`src/rtl/rf_wb_arbiter_pkg.sv`:
```
// Shared types and constants for the register-file write-back arbiter.
// Holds the write-request record and the round-robin priority encoding.
package rf_wb_arbiter_pkg;

    localparam int RF_ADDR_W = 5;
    localparam int RF_DATA_W = 32;
    localparam logic [RF_ADDR_W-1:0] RF_ZERO_ADDR = '0;

    typedef struct packed {
        logic                 valid;
        logic [RF_ADDR_W-1:0] addr;
        logic [RF_DATA_W-1:0] data;
    } wr_req_t;

    typedef enum logic {
        PRIO_M0 = 1'b0,
        PRIO_M1 = 1'b1
    } prio_t;

    // An accepted request becomes a write only when it does not target r0.
    function automatic wr_req_t wb_entry(input wr_req_t req);
        wr_req_t ent;
        ent.valid = req.valid && (req.addr != RF_ZERO_ADDR);
        ent.addr  = req.addr;
        ent.data  = req.data;
        return ent;
    endfunction

endpackage

```
`src/rtl/rf_rr_arb2.sv`:
```
// Two-way round-robin grant logic with its priority flop.
// Grants are combinational from request valids and the priority state.
module rf_rr_arb2
    import rf_wb_arbiter_pkg::*;
#(
    parameter int RST_PRIO = 0
)
(
    input  logic       clk,
    input  logic       reset,
    input  logic [1:0] req,
    output logic [1:0] grant
);

    // state   | meaning
    // PRIO_M0 | requester 0 wins when both request
    // PRIO_M1 | requester 1 wins when both request
    localparam prio_t PRIO_RST = (RST_PRIO == 0) ? PRIO_M0 : PRIO_M1;

    prio_t prio_q;
    prio_t prio_d;

    always_ff @(posedge clk or posedge reset) begin
        if (reset) begin
            prio_q <= PRIO_RST;
        end else begin
            prio_q <= prio_d;
        end
    end

    always_comb begin
        grant  = 2'b00;
        prio_d = prio_q;
        if (!reset) begin
            case (req)
                2'b01:   grant = 2'b01;
                2'b10:   grant = 2'b10;
                2'b11:   grant = (prio_q == PRIO_M0) ? 2'b01 : 2'b10;
                default: grant = 2'b00;
            endcase
        end
        // Any grant hands priority to the other side; idle cycles keep it.
        if (grant[0]) begin
            prio_d = PRIO_M1;
        end else if (grant[1]) begin
            prio_d = PRIO_M0;
        end
    end

endmodule

```
`src/rtl/rf_wb_arbiter.sv`:
```
// Register-file write-back arbiter: two requesters, one registered write port.
// Optional read bypass from the output stage is enabled by RF_WB_BYPASS_EN.
module rf_wb_arbiter
    import rf_wb_arbiter_pkg::*;
#(
    parameter int RST_PRIO = 0
)
(
    input  logic                 clk,
    input  logic                 reset,

    input  logic                 m0_valid,
    output logic                 m0_ready,
    input  logic [RF_ADDR_W-1:0] m0_addr,
    input  logic [RF_DATA_W-1:0] m0_data,

    input  logic                 m1_valid,
    output logic                 m1_ready,
    input  logic [RF_ADDR_W-1:0] m1_addr,
    input  logic [RF_DATA_W-1:0] m1_data,

    output logic                 rf_we,
    output logic [RF_ADDR_W-1:0] rf_waddr,
    output logic [RF_DATA_W-1:0] rf_wdata,

    input  logic [RF_ADDR_W-1:0] raddr1,
    input  logic [RF_ADDR_W-1:0] raddr2,
    input  logic [RF_DATA_W-1:0] rf_rdata1,
    input  logic [RF_DATA_W-1:0] rf_rdata2,
    output logic [RF_DATA_W-1:0] rdata1,
    output logic [RF_DATA_W-1:0] rdata2
);

    wr_req_t    req0;
    wr_req_t    req1;
    logic [1:0] grant;
    wr_req_t    wb_d;
    wr_req_t    wb_q;

    assign req0 = '{valid: m0_valid, addr: m0_addr, data: m0_data};
    assign req1 = '{valid: m1_valid, addr: m1_addr, data: m1_data};

    rf_rr_arb2 #(
        .RST_PRIO (RST_PRIO)
    ) u_arb (
        .clk   (clk),
        .reset (reset),
        .req   ({m1_valid, m0_valid}),
        .grant (grant)
    );

    assign m0_ready = grant[0];
    assign m1_ready = grant[1];

    always_comb begin
        wb_d = '0;
        if (grant[0]) begin
            wb_d = wb_entry(req0);
        end else if (grant[1]) begin
            wb_d = wb_entry(req1);
        end
    end

    // Reloaded every cycle so an idle cycle drops rf_we.
    always_ff @(posedge clk or posedge reset) begin
        if (reset) begin
            wb_q <= '0;
        end else begin
            wb_q <= wb_d;
        end
    end

    assign rf_we    = wb_q.valid;
    assign rf_waddr = wb_q.addr;
    assign rf_wdata = wb_q.data;

`ifdef RF_WB_BYPASS_EN
    logic hit1;
    logic hit2;

    // wb_q.valid already excludes r0, the explicit check keeps the intent local.
    assign hit1   = wb_q.valid && (wb_q.addr == raddr1) && (raddr1 != RF_ZERO_ADDR);
    assign hit2   = wb_q.valid && (wb_q.addr == raddr2) && (raddr2 != RF_ZERO_ADDR);
    assign rdata1 = hit1 ? wb_q.data : rf_rdata1;
    assign rdata2 = hit2 ? wb_q.data : rf_rdata2;
`else
    logic unused_raddr;

    assign unused_raddr = ^{raddr1, raddr2};
    assign rdata1       = rf_rdata1;
    assign rdata2       = rf_rdata2;
`endif

endmodule

```
`config.mk`:
```
export PLATFORM = sky130hd
export DESIGN_NAME = rf_wb_arbiter
export DESIGN_NICKNAME = d
export VERILOG_FILES = /design/src/rtl/rf_wb_arbiter_pkg.sv /design/src/rtl/rf_rr_arb2.sv /design/src/rtl/rf_wb_arbiter.sv
export SDC_FILE = /design/constraint.sdc
export NUM_CORES = 1
export LEC_CHECK = 0
export BUFFER_PORTS_ARGS = -buffer_cell sky130_fd_sc_hd__buf_2
export CORE_AREA = 2 2 99 101
export DETAILED_ROUTE_END_ITERATION = 12
export DIE_AREA = 0 0 101 103
export GPL_ROUTABILITY_DRIVEN = 0
export PLACE_DENSITY = 0.54
export SLEW_MARGIN = 20
export SYNTH_ARGS = -nofsm -noshare
export SYNTH_HDL_FRONTEND = slang
export SYNTH_SLANG_ARGS = --single-unit
```
`constraint.sdc`:
```
create_clock -name clk -period 1.9 [get_ports clk]
set_input_delay 0.38 -clock clk [delete_from_list [all_inputs] [get_ports clk]]
set_output_delay 0.38 -clock clk [all_outputs]
set_load 0.03 [all_outputs]
```
* Word-level counts from Yosys, hierarchy flattened *
Cells that the tools add are included.

cells by class
  eq/ne operators = 3
  multiplexer cells = 7
  reduce and logical (&&, ||, !) cells = 5

operators with widths
  operator                                                                count
  38-bit two-way mux                                                      2
  5-bit nonzero test                                                      2
  2-bit case mux with 3 select lines                                      1
  2-bit equality test (second input constant)                             2
  2-bit two-way mux                                                       2
  2-bit by 1-bit equality test with 1-bit output (second input constant)  1
  1-bit logical AND                                                       2
  1-bit two-way mux                                                       2
  2-bit nonzero test                                                      1

storage, ports and cells
  register bits after elaboration = 39
  bits of input ports = 152

* Depth between registers and ports, before layout *
  depth in word-level cells = 5
  depth in mapped cells = 5
  mapped depth without buffers = 3

* Hierarchy *
Synthesis repeated with hierarchy kept, for this count alone.

second synthesis, totals
  cell total of the unflattened synthesis = 167
  area, all modules = 1961.9 um^2

by module, submodules not included
  module         instances  cells an instance  area an instance (um^2)  sequential area each (um^2)
  rf_wb_arbiter  1          158                1883.1                   950.9
  rf_rr_arb2     1          9                  78.8                     25.0

* Worst setup path after synthesis *
Ideal clock, no wire load.

  path kind = in2out
  start = in reset
  end = out m1_ready
  data arrival time = 0.930 ns
  required time = 1.520 ns
  path slack = 0.590 ns
  cell stages on the path = 3
  path buffers = 1
  cells stage by stage = nand2b_1 a21oi_2 buf_2

between the ends
  longest elaborated chain between the ends = 1

ends and longest elaborated chain
  item               line                 RTL
  start, declared    rf_wb_arbiter.sv:10  input logic reset,
  2-bit two-way mux  rf_rr_arb2.sv:34     if (!reset) begin
  end, declared      rf_wb_arbiter.sv:18  output logic m1_ready,

No other way between the ends.

* Worst setup path in the final report *
  start = reg u_arb.prio_q
  end = out m1_ready

between the ends
  longest elaborated chain between the ends = 3

ends and longest elaborated chain
  item                                line              RTL
  start, declared                     rf_rr_arb2.sv:20  prio_t prio_q;
  start signal, assigned              rf_rr_arb2.sv:27  prio_q <= prio_d;
  2-bit two-way mux                   rf_rr_arb2.sv:38  2'b11: grant = (prio_q == PRIO_M0) ? 2'b01 : 2'b10;
  2-bit case mux with 3 select lines  rf_rr_arb2.sv:35  case (req)
  2-bit two-way mux                   rf_rr_arb2.sv:34

No other way between the ends.

==> metrics.txt <==
status finished, final reports clean; DR WL/cell 18.0 microns; top cell family by delay on the critical path flip-flops; critical path, cell by cell inv_1 > a21oi_4 > buf_2; starting DRC count in detailed routing 18; initial antenna violation count 0; Critical Path Fanout Max 4; worst min-delay path category input port to async pin; worst setup path category register to output pin; number of max-cap violations 0; max-slew violation count 0; I/O Pins 256; Area Overhead vs Synth 19.4%; CP endpoint kind output pin; WP data arrival approximately 1.2 ns; Post-Synthesis Cells between 150 and 200; Power per Cell Area a little under 900 nW/um^2; pin count of the biggest net entering global routing 31; I/O Buffers approximately 120; worst skew pair latency about 0.28 ns; setup violation total in the final timing report 0; Residual DRC 0; core area between 9000 and 10000 sq um; synthesized area 1920 sq um; Resized cells post-CTS 0; synthesized flop and latch total 39; syn_nets 315; area occupied by multi-input gates 412 sq um; die width 101 microns; Fin Hold WS around 0.034 ns; Leak ~1.3 nW; worst vdd ir between 0.0002 and 0.0003 V; WP data required roughly 1.5 ns; Layout Skew around 0.0055 ns; total wire length 6050 microns; FF/Latch Area 976 sq um; Initial Utilization between 20% and 30%; Antenna Violating Nets Remaining 0; first-pass GRT wire length roughly 7600 microns; r2r setup slk 0.61 ns; Crit path buffers/inverters 2; Clock transition at path regs about 0.070 ns; startpoint types register; DR pass1 iterations 4; ant diodes 0; fill count a little over 1000; htree depth 2; share of cells above drive strength 1 between 50% and 60%; slowest cell on the critical path dfrtp_1; worst rel slew slack roughly 75%; Sink Count 39; TritonCTS clock tree yes; detailed placement HPWL between 5000 and 6000 microns; syn_area_per_cell around 12 sq um; Clock Root Buffer clkbuf_8; Least-Margin Pin Slew about 0.37 ns; Die Height approximately 100 microns; Congestion Overflow GR 0; sequential fraction of the synthesis area between 50% and 60%; CTS Buf Count 5; vias in the first global route 1221; synthesis warning total 0; Hold Vio Cnt, Final 0; DIE AREA around 10000 sq um; Final nets roughly 370; Bufs on Longest Clock Path 2; Largest stage delay, worst path ~0.42 ns; # hold bufs at CTS 0; Yosys cell types 12; placed cell area 2170 sq um; Via density just over 4; via count about 1400; unrepaired setup endpoints after global routing no; final instance area 2290 sq um; Tcrit/Tclk final around 82%; num rows 36; Setup Fix Bufs, Post-CTS 0; Pwr Total about 2.1 mW; setup TNS 0 ns; Final min period around 1.6 ns; all-layer global routing usage 10.3%; maximum clock frequency about 0.64 GHz
## per-stage QoR
stage	worst slack, ns	std cells	utilization, %
6_report	0.345	335	24.2
5_1_grt	0.252	335	24.2
4_1_cts	0.316	335	24.2
3_5_place_dp	0.430	327	23.0
3_3_place_gp	0.449	327	23.0
2_1_floorplan	0.590	163	-
## layout make-up
cell class / count / area share, %
sequential: 39 / 42.6
timing repair buffer: 122 / 27.7
multi-input combinational: 50 / 18.0
tap: 114 / 6.23
clock buffer: 6 / 3.60
clock inverter: 2 / 1.53
inverter: 2 / 0.328
## report_power, final
group          switching [mW]  internal [mW]
Clock                   0.273          0.425
Combinational           0.271          0.167
Sequential             0.0200          0.895
Total                   0.564           1.49
## state kept, by name (all words and copies together), names as in the netlist
name	flops
rf_wdata	32
u_arb.prio_q	1
rf_waddr	5
rf_we	1
## layout by cell type (no fill, tap or decap), drive strengths merged
cell,instances
o21ai,1
nor2,2
inv,1
clkbuf,6
dfrtp,39
a21oi,2
nand2,3
nor3,2
a22o,38
clkinv,2
bufinv,1
nand2b,2
buf,122
## cell families after synthesis
kind of cell	after synthesis	share of synthesized area, %
buf+inv	74	28.4
compound gates	41	18.5
simple gates	9	2.15
flops	39	50.9
## worst paths after layout
| kind | to | startpoint | cells after the start |
|---|---|---|---|
| max | m1_ready | u_arb.prio_q$_DFFE_PP0P_ | 3 |
| min | rf_wdata[31]$_DFF_PP0_ | reset | 2 |
| max reg2reg | rf_wdata[20]$_DFF_PP0_ | u_arb.prio_q$_DFFE_PP0P_ | 4 |
| min reg2reg | u_arb.prio_q$_DFFE_PP0P_ | u_arb.prio_q$_DFFE_PP0P_ | 1 |
| max in group asynchronous | rf_wdata[3]$_DFF_PP0_ | reset | 3 |
| min in group clk | rf_wdata[16]$_DFF_PP0_ | m0_data[16] | 2 |
## cells in the mapped netlist
library cell	number	area share, %
dfrtp_1	39	51
nor3_1	2	0.52
nand2_1	3	0.59
inv_1	2	0.39
a21oi_2	2	0.91
a22o_1	38	17
buf_6	2	1.2
o21ai_0	1	0.26
buf_2	4	1.0
buf_4	66	26
nand2b_1	2	0.65
nor2_1	2	0.39
## metal layers
layer  vias to the layer above  part of all wire [%]  track usage (%)
li1                        610                     -                -
met1                       598                    30             8.45
met2                       128                    49             18.0
met3                        25                    17             7.53
met4                         0                   4.0             5.72
met5                         -                     0                0
Note: power is estimated with default switching activity, not from simulation.
